`src/rtl/i2c_rx_pkg.sv`:
```
// i2c_rx_pkg: shared receive-path state encodings and constants for the i2c_rx block.
package i2c_rx_pkg;
  typedef enum logic [2:0] {RX_IDLE, RX_BITLO, RX_BITHI, RX_ACKLO, RX_ACKHI} rx_state_e;
  localparam int TQ = 1;
  localparam logic [6:0] SLAVE_ADDR_DEF = 7'h50;
endpackage

```
`src/rtl/i2c_rx_shift.sv`:
```
// i2c_rx_shift: MSB-first 8-bit shift register with 3-bit bit counter.
module i2c_rx_shift (
  input  logic       clk,
  input  logic       rst_an,
  input  logic       shift_i,
  input  logic       clr_i,
  input  logic       inc_i,
  input  logic       bit_i,
  output logic [7:0] data_o,
  output logic [2:0] cnt_o
);
  logic [7:0] data_q, data_d;
  logic [2:0] cnt_q, cnt_d;
  assign data_d = clr_i ? 8'h00 : shift_i ? {data_q[6:0], bit_i} : data_q;
  assign cnt_d  = clr_i ? 3'd0 : inc_i ? cnt_q + 3'd1 : cnt_q;
  always_ff @(posedge clk or negedge rst_an)
    if (!rst_an) begin
      data_q <= 8'h00;
      cnt_q  <= 3'd0;
    end else begin
      data_q <= data_d;
      cnt_q  <= cnt_d;
    end
  assign data_o = data_q;
  assign cnt_o  = cnt_q;
endmodule

```
`src/rtl/i2c_rx.sv`:
```
// i2c_rx: I2C serial-to-parallel receiver with ACK/NACK drive and START/STOP tracking.
// Optional address filtering on the first byte after START when I2C_RX_ADDR_MATCH_EN is defined.
module i2c_rx
  import i2c_rx_pkg::*;
#(
  parameter logic [6:0] SLAVE_ADDR = SLAVE_ADDR_DEF,
  parameter int         FILTER_LEN = 2
) (
  input  logic       clk,
  input  logic       rst_an,
  input  logic       enable,
  input  logic       ackEnable,
  input  logic       sclLevel,
  input  logic       sclRise,
  input  logic       sclFall,
  input  logic       sdaIn,
  input  logic       startDet,
  input  logic       stopDet,
  output logic       sdaOut,
  output logic [7:0] rxData,
  output logic       rxValid,
  output logic       busy,
  output logic       addrMatch
);
  localparam int CW = FILTER_LEN > 0 ? $clog2(FILTER_LEN + 1) : 1;
  rx_state_e  state_q, state_d;
  logic       sda_q, sda_d, valid_q, valid_d, busy_q, busy_d;
  logic [7:0] data_q, data_d, sh;
  logic [2:0] cnt;
  logic       shift, clr, inc, sda_f;
  logic       scl_unused;
  assign scl_unused = sclLevel;
  if (FILTER_LEN > 0) begin : g_filt
    logic          cand_q, filt_q;
    logic [CW-1:0] stab_q;
    always_ff @(posedge clk or negedge rst_an)
      if (!rst_an) begin
        cand_q <= 1'b1;
        stab_q <= CW'(FILTER_LEN);
        filt_q <= 1'b1;
      end else begin
        cand_q <= sdaIn;
        stab_q <= (sdaIn != cand_q) ? CW'(1) : (stab_q < CW'(FILTER_LEN)) ? stab_q + CW'(1) : stab_q;
        if (stab_q == CW'(FILTER_LEN)) filt_q <= cand_q;
      end
    assign sda_f = filt_q;
  end else begin : g_nofilt
    assign sda_f = sdaIn;
  end
  i2c_rx_shift u_shift (
    .clk    (clk),
    .rst_an (rst_an),
    .shift_i(shift),
    .clr_i  (clr),
    .inc_i  (inc),
    .bit_i  (sda_f),
    .data_o (sh),
    .cnt_o  (cnt)
  );
`ifdef I2C_RX_ADDR_MATCH_EN
  logic addr_q, addr_d, match_q, match_d;
`else
  logic [6:0] addr_unused;
  assign addr_unused = SLAVE_ADDR;
`endif
  always_comb begin
    state_d = state_q;
    sda_d   = sda_q;
    data_d  = data_q;
    valid_d = 1'b0;
    shift   = 1'b0;
    clr     = 1'b0;
    inc     = 1'b0;
`ifdef I2C_RX_ADDR_MATCH_EN
    addr_d  = addr_q;
    match_d = match_q;
`endif
    if (!enable) begin
      state_d = RX_IDLE;
      sda_d   = 1'b1;
    end else if (stopDet) begin
      state_d = RX_IDLE;
      sda_d   = 1'b1;
      clr     = 1'b1;
`ifdef I2C_RX_ADDR_MATCH_EN
      match_d = 1'b0;
`endif
    end else if (startDet) begin
      state_d = RX_BITLO;
      sda_d   = 1'b1;
      clr     = 1'b1;
`ifdef I2C_RX_ADDR_MATCH_EN
      addr_d  = 1'b1;
`endif
    end else begin
      case (state_q)
        RX_BITLO: if (sclRise) begin
          shift   = 1'b1;
          state_d = RX_BITHI;
        end
        RX_BITHI: if (sclFall && !sclRise) begin
          if (cnt == 3'd7) begin
            data_d  = sh;
            valid_d = 1'b1;
            sda_d   = !ackEnable;
            state_d = RX_ACKLO;
`ifdef I2C_RX_ADDR_MATCH_EN
            if (addr_q) begin
              addr_d  = 1'b0;
              match_d = sh[7:1] == SLAVE_ADDR;
              // a foreign address leaves the bus alone until the next START
              if (!match_d) begin
                data_d  = data_q;
                valid_d = 1'b0;
                sda_d   = 1'b1;
                state_d = RX_IDLE;
              end
            end
`endif
          end else begin
            inc     = 1'b1;
            state_d = RX_BITLO;
          end
        end
        RX_ACKLO: if (sclRise) state_d = RX_ACKHI;
        RX_ACKHI: if (sclFall && !sclRise) begin
          sda_d   = 1'b1;
          clr     = 1'b1;
          state_d = RX_BITLO;
        end
        default: state_d = RX_IDLE;
      endcase
    end
    busy_d = state_d != RX_IDLE;
  end
  always_ff @(posedge clk or negedge rst_an)
    if (!rst_an) begin
      state_q <= RX_IDLE;
      sda_q   <= 1'b1;
      data_q  <= 8'h00;
      valid_q <= 1'b0;
      busy_q  <= 1'b0;
    end else begin
      state_q <= state_d;
      sda_q   <= sda_d;
      data_q  <= data_d;
      valid_q <= valid_d;
      busy_q  <= busy_d;
    end
`ifdef I2C_RX_ADDR_MATCH_EN
  always_ff @(posedge clk or negedge rst_an)
    if (!rst_an) begin
      addr_q  <= 1'b0;
      match_q <= 1'b0;
    end else begin
      addr_q  <= addr_d;
      match_q <= match_d;
    end
  assign addrMatch = match_q;
`else
  assign addrMatch = 1'b1;
`endif
  assign sdaOut  = sda_q;
  assign rxData  = data_q;
  assign rxValid = valid_q;
  assign busy    = busy_q;
endmodule

```
`config.mk`:
```
export PLATFORM = sky130hd
export DESIGN_NAME = i2c_rx
export DESIGN_NICKNAME = d
export VERILOG_FILES = /design/src/rtl/i2c_rx_pkg.sv /design/src/rtl/i2c_rx_shift.sv /design/src/rtl/i2c_rx.sv
export SDC_FILE = /design/constraint.sdc
export NUM_CORES = 1
export LEC_CHECK = 0
export BUFFER_PORTS_ARGS = -buffer_cell sky130_fd_sc_hd__buf_2
export CAP_MARGIN = 15
export CORE_ASPECT_RATIO = 1.2
export CORE_MARGIN = 5
export CORE_UTILIZATION = 40
export CTS_CLUSTER_DIAMETER = 120
export DETAILED_ROUTE_END_ITERATION = 12
export GPL_TIMING_DRIVEN = 1
export PLACE_DENSITY = 0.65
export SLEW_MARGIN = 25
export SYNTH_ARGS = -nofsm -noshare
export SYNTH_HDL_FRONTEND = slang
export SYNTH_HIERARCHICAL = 1
export SYNTH_SLANG_ARGS = --single-unit
```
`constraint.sdc`:
```
create_clock -name clk -period 1.6 [get_ports clk]
set_input_delay 0.4 -clock clk [delete_from_list [all_inputs] [get_ports clk]]
set_output_delay 0.4 -clock clk [all_outputs]
set_load 0.02 [all_outputs]
```
==> metrics, run 1 <==
CTS Buf Count=5; core area=~0.0033 mm²; FFs w/ async S/R, synth=100%; clk buf depth=2; peak supply drop=736 µV; Clock Sinks=29; crit share post-route=93.7%; fin util=50.2%; Yosys warning count=6; Buf/Inv on CP=0; vias in the first global route=942; Worst Skew=around 0.005 ns; most common cell after layout, fill and taps aside=dfrtp_1; crit path DAT=1.66 ns; Startpoint Class=flip-flop; number of setup buffers added after CTS=0; worst-path cell chain=nor3b_4, nor2b_1, nor4b_2, or3_1; #FFs+latches synth=29; n_diodes=0; Tmin final=between 1 and 1.5 ns; total I/O pin count=22; max_cap viols=0; pin count of the biggest net entering global routing=30; num rows=23; Mapped Avg Cell Area=12.4 µm²; post-synth cell types=38; H-tree levels=2; Pleak=approximately 0.83 nW; pwr dens=1040 mW/mm²; Die Ht=roughly 73 µm; Slew HR=58.8%; via count=about 890; initial core utilization=40.8%; Final setup viols=0; port bufs=19; run status=finished, final reports clean; cell family with most CP delay=simple AND/OR/NAND/NOR gates; Iter 0 DRT Violations=35; gr ovfl total=0; kind of critical path=reg -> reg; CP max-delay cell=dfrtp_1; CP required=between 1.5 and 2 ns; cell count after synthesis=108; antenna violations before repair=0; DR pass1 iterations=4; Final ANT Viol Nets=0; WL/cell=13.7 µm; min-delay worst type=in -> async; drt total wl=about 2.4 mm; DP Wirelength=1.79 mm; Die X=62.8 µm; Final Slew Violations=0; Worst-Margin Slew=0.618 ns; global-route wire length before repair=4.11 mm; DRC errors left=0; Post-Syn Area=about 0.0013 mm²; Critical Path End Type=flip-flop; Synth-to-Final Area Change=23.1%; EDFF count, synth=0; most frequent cells in the layout=dfrtp_1 (25), buf_2 (19), nor2_1 (12); Clk pin slew, worst setup/hold paths=0.06 ns; overall routing resource usage=a little under an eighth; setup repair after global routing missed its margin=false; CP max stage delay=0.45 ns; share of layout cells above drive strength 1=41.1%; fin nets=152; syn_nets=120; fmax=667 MHz; Top FF cell, synth=dfrtp_1; sequential-to-total area share from yosys stat=54.6%; Clock Root Buffer=clkbuf_8; CTS tree=yes; Final Wtd Congestion=0.835; Filler Cells Inserted=314; crit-path max FO=6; drt via density=5.01; Worst-Skew Late Latency=0.28 ns; overall power=1.72 mW; Final Hold Fails=0; DIE AREA=0.00461 mm²
kinds of logic (layout without fill, tap and decap cells):
family,after synthesis,in the layout,share of synthesized area (%)
flip-flops,29,29,54.6
buffers and inverters,10,43,3.93
AND/OR/NAND/NOR,33,33,16.5
other,1,1,0.280
AO/OA/AOI/OAI,11,11,5.79
adder cells (fa/ha/maj),2,2,1.87
XOR/XNOR,3,3,1.96
multiplexers,19,19,15.0
metal layers:
metal  GRT usage, %  up-vias  share of wire, %
li1               -      441                 -
met1           11.4      428                41
met2           21.1       16                51
met3           5.05        6               5.4
met4           6.37        0               2.3
met5              0        -                 0
power by group:
group	internal [mW]	switching, mW	total [mW]
clock	0.461	0.274	0.735
sequential	0.795	0.0301	0.825
combinational	0.0758	0.0799	0.156
worst register-to-register path: cells and delay by family, from the launching register on:
family | cells | cell delay, ns
flip-flops | 1 | 0.45
AND/OR/NAND/NOR | 4 | 0.93
metrics by stage:
| step | std cells | instance area [µm²] | hold WS [ns] | setup TNS [ns] | setup WS, ns |
|---|---|---|---|---|---|
| final | 178 | 1650 | 0.125 | 0 | 0.101 |
| after global routing | 178 | 1650 | 0.180 | 0 | 0.00372 |
| after CTS | 178 | 1650 | 0.150 | 0 | 0.0764 |
| after detailed placement | 170 | 1540 | 0.458 | -3.22 | -0.210 |
| after global placement | 170 | 1540 | 0.447 | -2.99 | -0.203 |
| after floorplan | 108 | 1350 | 0.104 | 0 | 0.0259 |
sequential cells by signal, summed over array words and instances (netlist names):
| name | flops |
|---|---|
| u_shift/data_o | 8 |
| g_filt.cand_q | 1 |
| u_shift/cnt_o | 3 |
| rxValid | 1 |
| rxData | 8 |
| g_filt.stab_q | 2 |
| state_q | 3 |
| sdaOut | 1 |
| busy | 1 |
| g_filt.filt_q | 1 |
layout make-up:
| cell class | count | area [µm²] | share of cell area (%) |
|---|---|---|---|
| inverters | 5 | 18.8 | 1.14 |
| well taps | 37 | 46.3 | 2.81 |
| flip-flops and latches | 29 | 731 | 44.3 |
| multi-input cells | 69 | 567 | 34.4 |
| clock inverters | 2 | 35.0 | 2.13 |
| clock buffers | 6 | 72.6 | 4.40 |
| repair buffers | 30 | 178 | 10.8 |
worst paths after layout:
kind                                   from                to  slack (ns)  depth (start not counted)
max in group asynchronous            rst_an         rxData[0]        1.07                          1
max                              state_q[0]              busy        0.10                          4
max reg2reg                      state_q[0]              busy        0.10                          4
min reg2reg                g_filt.stab_q[1]  g_filt.stab_q[1]        0.49                          2
min in group clk                      sdaIn     g_filt.cand_q        0.23                          1
min                                  rst_an         rxData[5]        0.13                          1
what timing repair did:
item	in CTS	in global routing
hold buffers	0	0
setup endpoints to repair	11	0
gates resized for setup	1	0
cell usage after synthesis (all sizes together), types with 2 or more instances:
master  count  share of area [%]
dfrtp      25                 47
nor2       14                4.5
mux2i      10                7.5
mux2        9                7.6
inv         5                1.4
a21oi       4                1.5
buf         4                2.1
dfstp       4                7.9
nor2b       3                1.4
ha          2                1.9
nand2b      2               0.93
nand3       2               0.75
nand4       2                2.1
or3b        2                1.5
xor2        2                1.3
(Power assumes the default switching activity.)
==> run 2: changes to the inputs <==
ABC_AREA = 1   (was not set)
==> run 2 against run 1 <==
  * Global-route usage increased by 0.79 points
  * Critical path depth grew 3
  * Wire length up 4.1%
  * Worst setup slack gained 0.11 ns
  * First-iteration DRC count is 54% higher
  * Sequential power grew 0.6%
  * Synthesized cell count increased by 50%
  * Final cell count rose by 28%
  * Critical path type unchanged
  * Clock skew hardly changed
  * Register-to-register slack better by 0.11 ns
  * Critical endpoint is now u_shift/data_o[2]
  * Via count is 23% higher
  * Flip-flop and latch count unchanged
==> metrics, run 2 <==
run status=finished, final reports clean (unchanged); Critical Path Most Common Cell=nand2_1; Pleak=0.957 nW (was 0.833 nW); Clock Sinks=29 (unchanged); Top FF cell, synth=dfrtp_1 (unchanged); Post-Syn Area=0.00139 mm² (was 0.00134 mm²); largest family of logic cells by synthesized area=simple AND/OR/NAND/NOR gates (unchanged); kind of critical path=reg -> reg (unchanged); syn_nets=174 (was 120); num rows=23 (unchanged); fin nets=202 (was 152); DR pass1 iterations=5 (was 4); Yosys warning count=6 (unchanged); Slew HR=59.1% (was 58.8%); Final Hold Fails=0 (unchanged); Die X=63.7 µm (was 62.8 µm); Yosys top cell area share=45.2% (was 46.7%); DP Wirelength=1.97 mm (was 1.79 mm); crit-path max FO=8 (was 6); most frequent cells in the layout=nand2_1 (61), dfrtp_1 (25), buf_2 (19) (was dfrtp_1 (25), buf_2 (19), nor2_1 (12)); Final Wtd Congestion=0.777 (was 0.835); DIE AREA=0.00474 mm² (was 0.00461 mm²); CP max stage delay=0.42 ns (was 0.45 ns); vias in the first global route=1113 (was 942); crit path DAT=1.56 ns (was 1.66 ns); worst hold slack=0.138 ns (was 0.125 ns); xor and xnor area share after synthesis=1.26% (was 1.96%); via count=1096 (was 891); synth cell count leaders=nand2_1 (61), dfrtp_1 (25), nand3_1 (16) (was dfrtp_1 (25), nor2_1 (13), mux2i_1 (10)); worst-path cell chain=nor2_1, nand3_1, a31oi_2, buf_4, nor2_4, nand2_1, nand2_1 (was nor3b_4, nor2b_1, nor4b_2, or3_1); CTS Buf Count=5 (unchanged); CTS tree=yes (unchanged); Hold-fix buffers, CTS=0 (unchanged); clk buf depth=2 (unchanged); fin util=49.6% (was 50.2%); cell count after synthesis=162 (was 108); Startpoint Class=flip-flop (unchanged); Synth Area in Simple Gates=33.7% (was 16.5%); top-count cell post-synth=nand2_1 (was dfrtp_1); sequential-to-total area share from yosys stat=52.8% (was 54.6%); number of setup buffers added after CTS=0 (unchanged); drt via density=4.81 (was 5.01); FFs w/ async S/R, synth=100% (unchanged); Tmin final=1.39 ns (was 1.50 ns); Synth Area in Adders=1.81% (was 1.87%); total I/O pin count=22 (unchanged); pin count of the biggest net entering global routing=30 (unchanged); post-synth cell types=27 (was 38); mux share of post-synthesis cell area=0.813% (was 15.0%); drt total wl=2.54 mm (was 2.44 mm); Final ANT Viol Nets=0 (unchanged); WL/cell=11.1 µm (was 13.7 µm); peak supply drop=741 µV (was 736 µV); antenna violations before repair=0 (unchanged); initial core utilization=41.5% (was 40.8%); port bufs=19 (unchanged); Final setup viols=0 (unchanged); max_cap viols=0 (unchanged); global-route wire length before repair=4.71 mm (was 4.11 mm); synth top area cells=dfrtp_1 (45%), nand2_1 (17%), dfstp_2 (7.6%) (was dfrtp_1 (47%), dfstp_2 (7.9%), mux2_2 (7.6%)); complex-gate fraction of the synthesized area=2.62% (was 5.79%); Clk pin slew, worst setup/hold paths=0.06 ns (about the same); EDFF count, synth=0 (unchanged); post-CTS sizing=0 (was 1); DRC errors left=0 (unchanged); CP required=1.77 ns (was 1.76 ns); Synth area leader=dfrtp_1 (unchanged); crit share post-route=87.1% (was 93.7%); Synth-to-Final Area Change=19.6% (was 23.1%); overall routing resource usage=12.6% (was 11.8%); Final Slew Violations=0 (unchanged); Critical Path End Type=flip-flop (unchanged); min-delay worst type=in -> async (unchanged); Worst-Skew Late Latency=0.27 ns (was 0.28 ns); Die Ht=74.5 µm (was 73.4 µm); reg2reg path depth=7 (was 4); n_diodes=0 (unchanged); core area=0.00334 mm² (was 0.00328 mm²); CP max-delay cell=dfrtp_1 (unchanged); setup repair after global routing missed its margin=false (unchanged); #FFs+latches synth=29 (unchanged); share of layout cells above drive strength 1=26.2% (was 41.1%); gr ovfl total=0 (unchanged); fmax=718 MHz (was 667 MHz); most common cell after layout, fill and taps aside=nand2_1 (was dfrtp_1); Iter 0 DRT Violations=54 (was 35); Worst-Margin Slew=0.614 ns (was 0.618 ns); pwr dens=1060 mW/mm² (was 1040 mW/mm²); H-tree levels=2 (unchanged); Worst Skew=0.00559 ns (was 0.00510 ns); Clock Root Buffer=clkbuf_8 (unchanged); Mapped Avg Cell Area=8.55 µm² (was 12.4 µm²); Setup Total Neg Slack=0 ns (unchanged)
[run 2: cell types whose count changed in the layout (fill, tap and decap cells not counted), moves of 3 or more]
cell,delta
buf_4,-6
inv_2,+5
nand3_1,+14
mux2_2,-8
nand2_1,+60
mux2i_1,-10
inv_1,+7
a21oi_1,-3
[run 2: path summary, 6_finish.rpt]
check	from	end	slack (ns)
max in group asynchronous	rst_an	state_q[0]	1.06
setup / recovery	state_q[0]	u_shift/data_o[2]	0.21
setup reg to reg	state_q[0]	u_shift/data_o[2]	0.21
hold reg to reg	rxData[6]	rxData[6]	0.46
min in group clk	sdaIn	g_filt.cand_q	0.24
hold / removal	rst_an	u_shift/data_o[5]	0.14
[run 2: worst max-delay path, delay by kind of cell (launching register included)]
family / cells / cell delay, ns
DFF: 1 / 0.42
AOI/OAI and AO/OA: 1 / 0.23
buffers and inverters: 1 / 0.16
and+or+nand+nor: 5 / 0.48
[run 2: area by class of cell]
cell class | instances | area [µm²]
clock buffers | 7 | 86.3
clock inverters | 1 | 30.0
fillers | 322 | 1680
inverters | 17 | 63.8
multi-input cells | 113 | 567
flip-flops and latches | 29 | 731
well taps | 37 | 46.3
repair buffers | 24 | 133
[run 2: kinds of logic (layout without fill, tap and decap cells)]
kind of cell    Yosys count  after routing
flops                    29             29
buf+inv                  20             49
simple gates            101            101
other cells               1              1
compound gates            6              6
mux                       1              1
xor+xnor                  2              2
fa+ha+maj                 2              2
[run 2: where the power goes]
| part | switching (mW) | internal, mW | total (mW) |
|---|---|---|---|
| Combinational | 0.0965 | 0.0769 | 0.173 |
| Clock | 0.247 | 0.506 | 0.753 |
| Sequential | 0.0322 | 0.798 | 0.830 |
| Total | 0.376 | 1.38 | 1.76 |
[run 2: layer usage]
layer | GRT usage [%] | vias up | share of wire (%)
met2 | 20.5 | 31 | 46
li1 | - | 562 | -
met5 | 0 | - | 0
met3 | 4.53 | 6 | 6.3
met4 | 4.39 | 0 | 1.7
met1 | 15.4 | 497 | 46
[run 2: metrics by stage]
stage | instances | setup WS, ns | total power, mW | instance area [µm²]
floorplan | 162 | 0.104 | 0.960 | 1390
global placement | 220 | 0.0912 | 1.01 | 1530
finish | 228 | 0.207 | 1.76 | 1660
CTS | 228 | 0.145 | 1.79 | 1650
global route | 228 | 0.0682 | 1.86 | 1660
detailed placement | 220 | 0.0693 | 1.02 | 1530
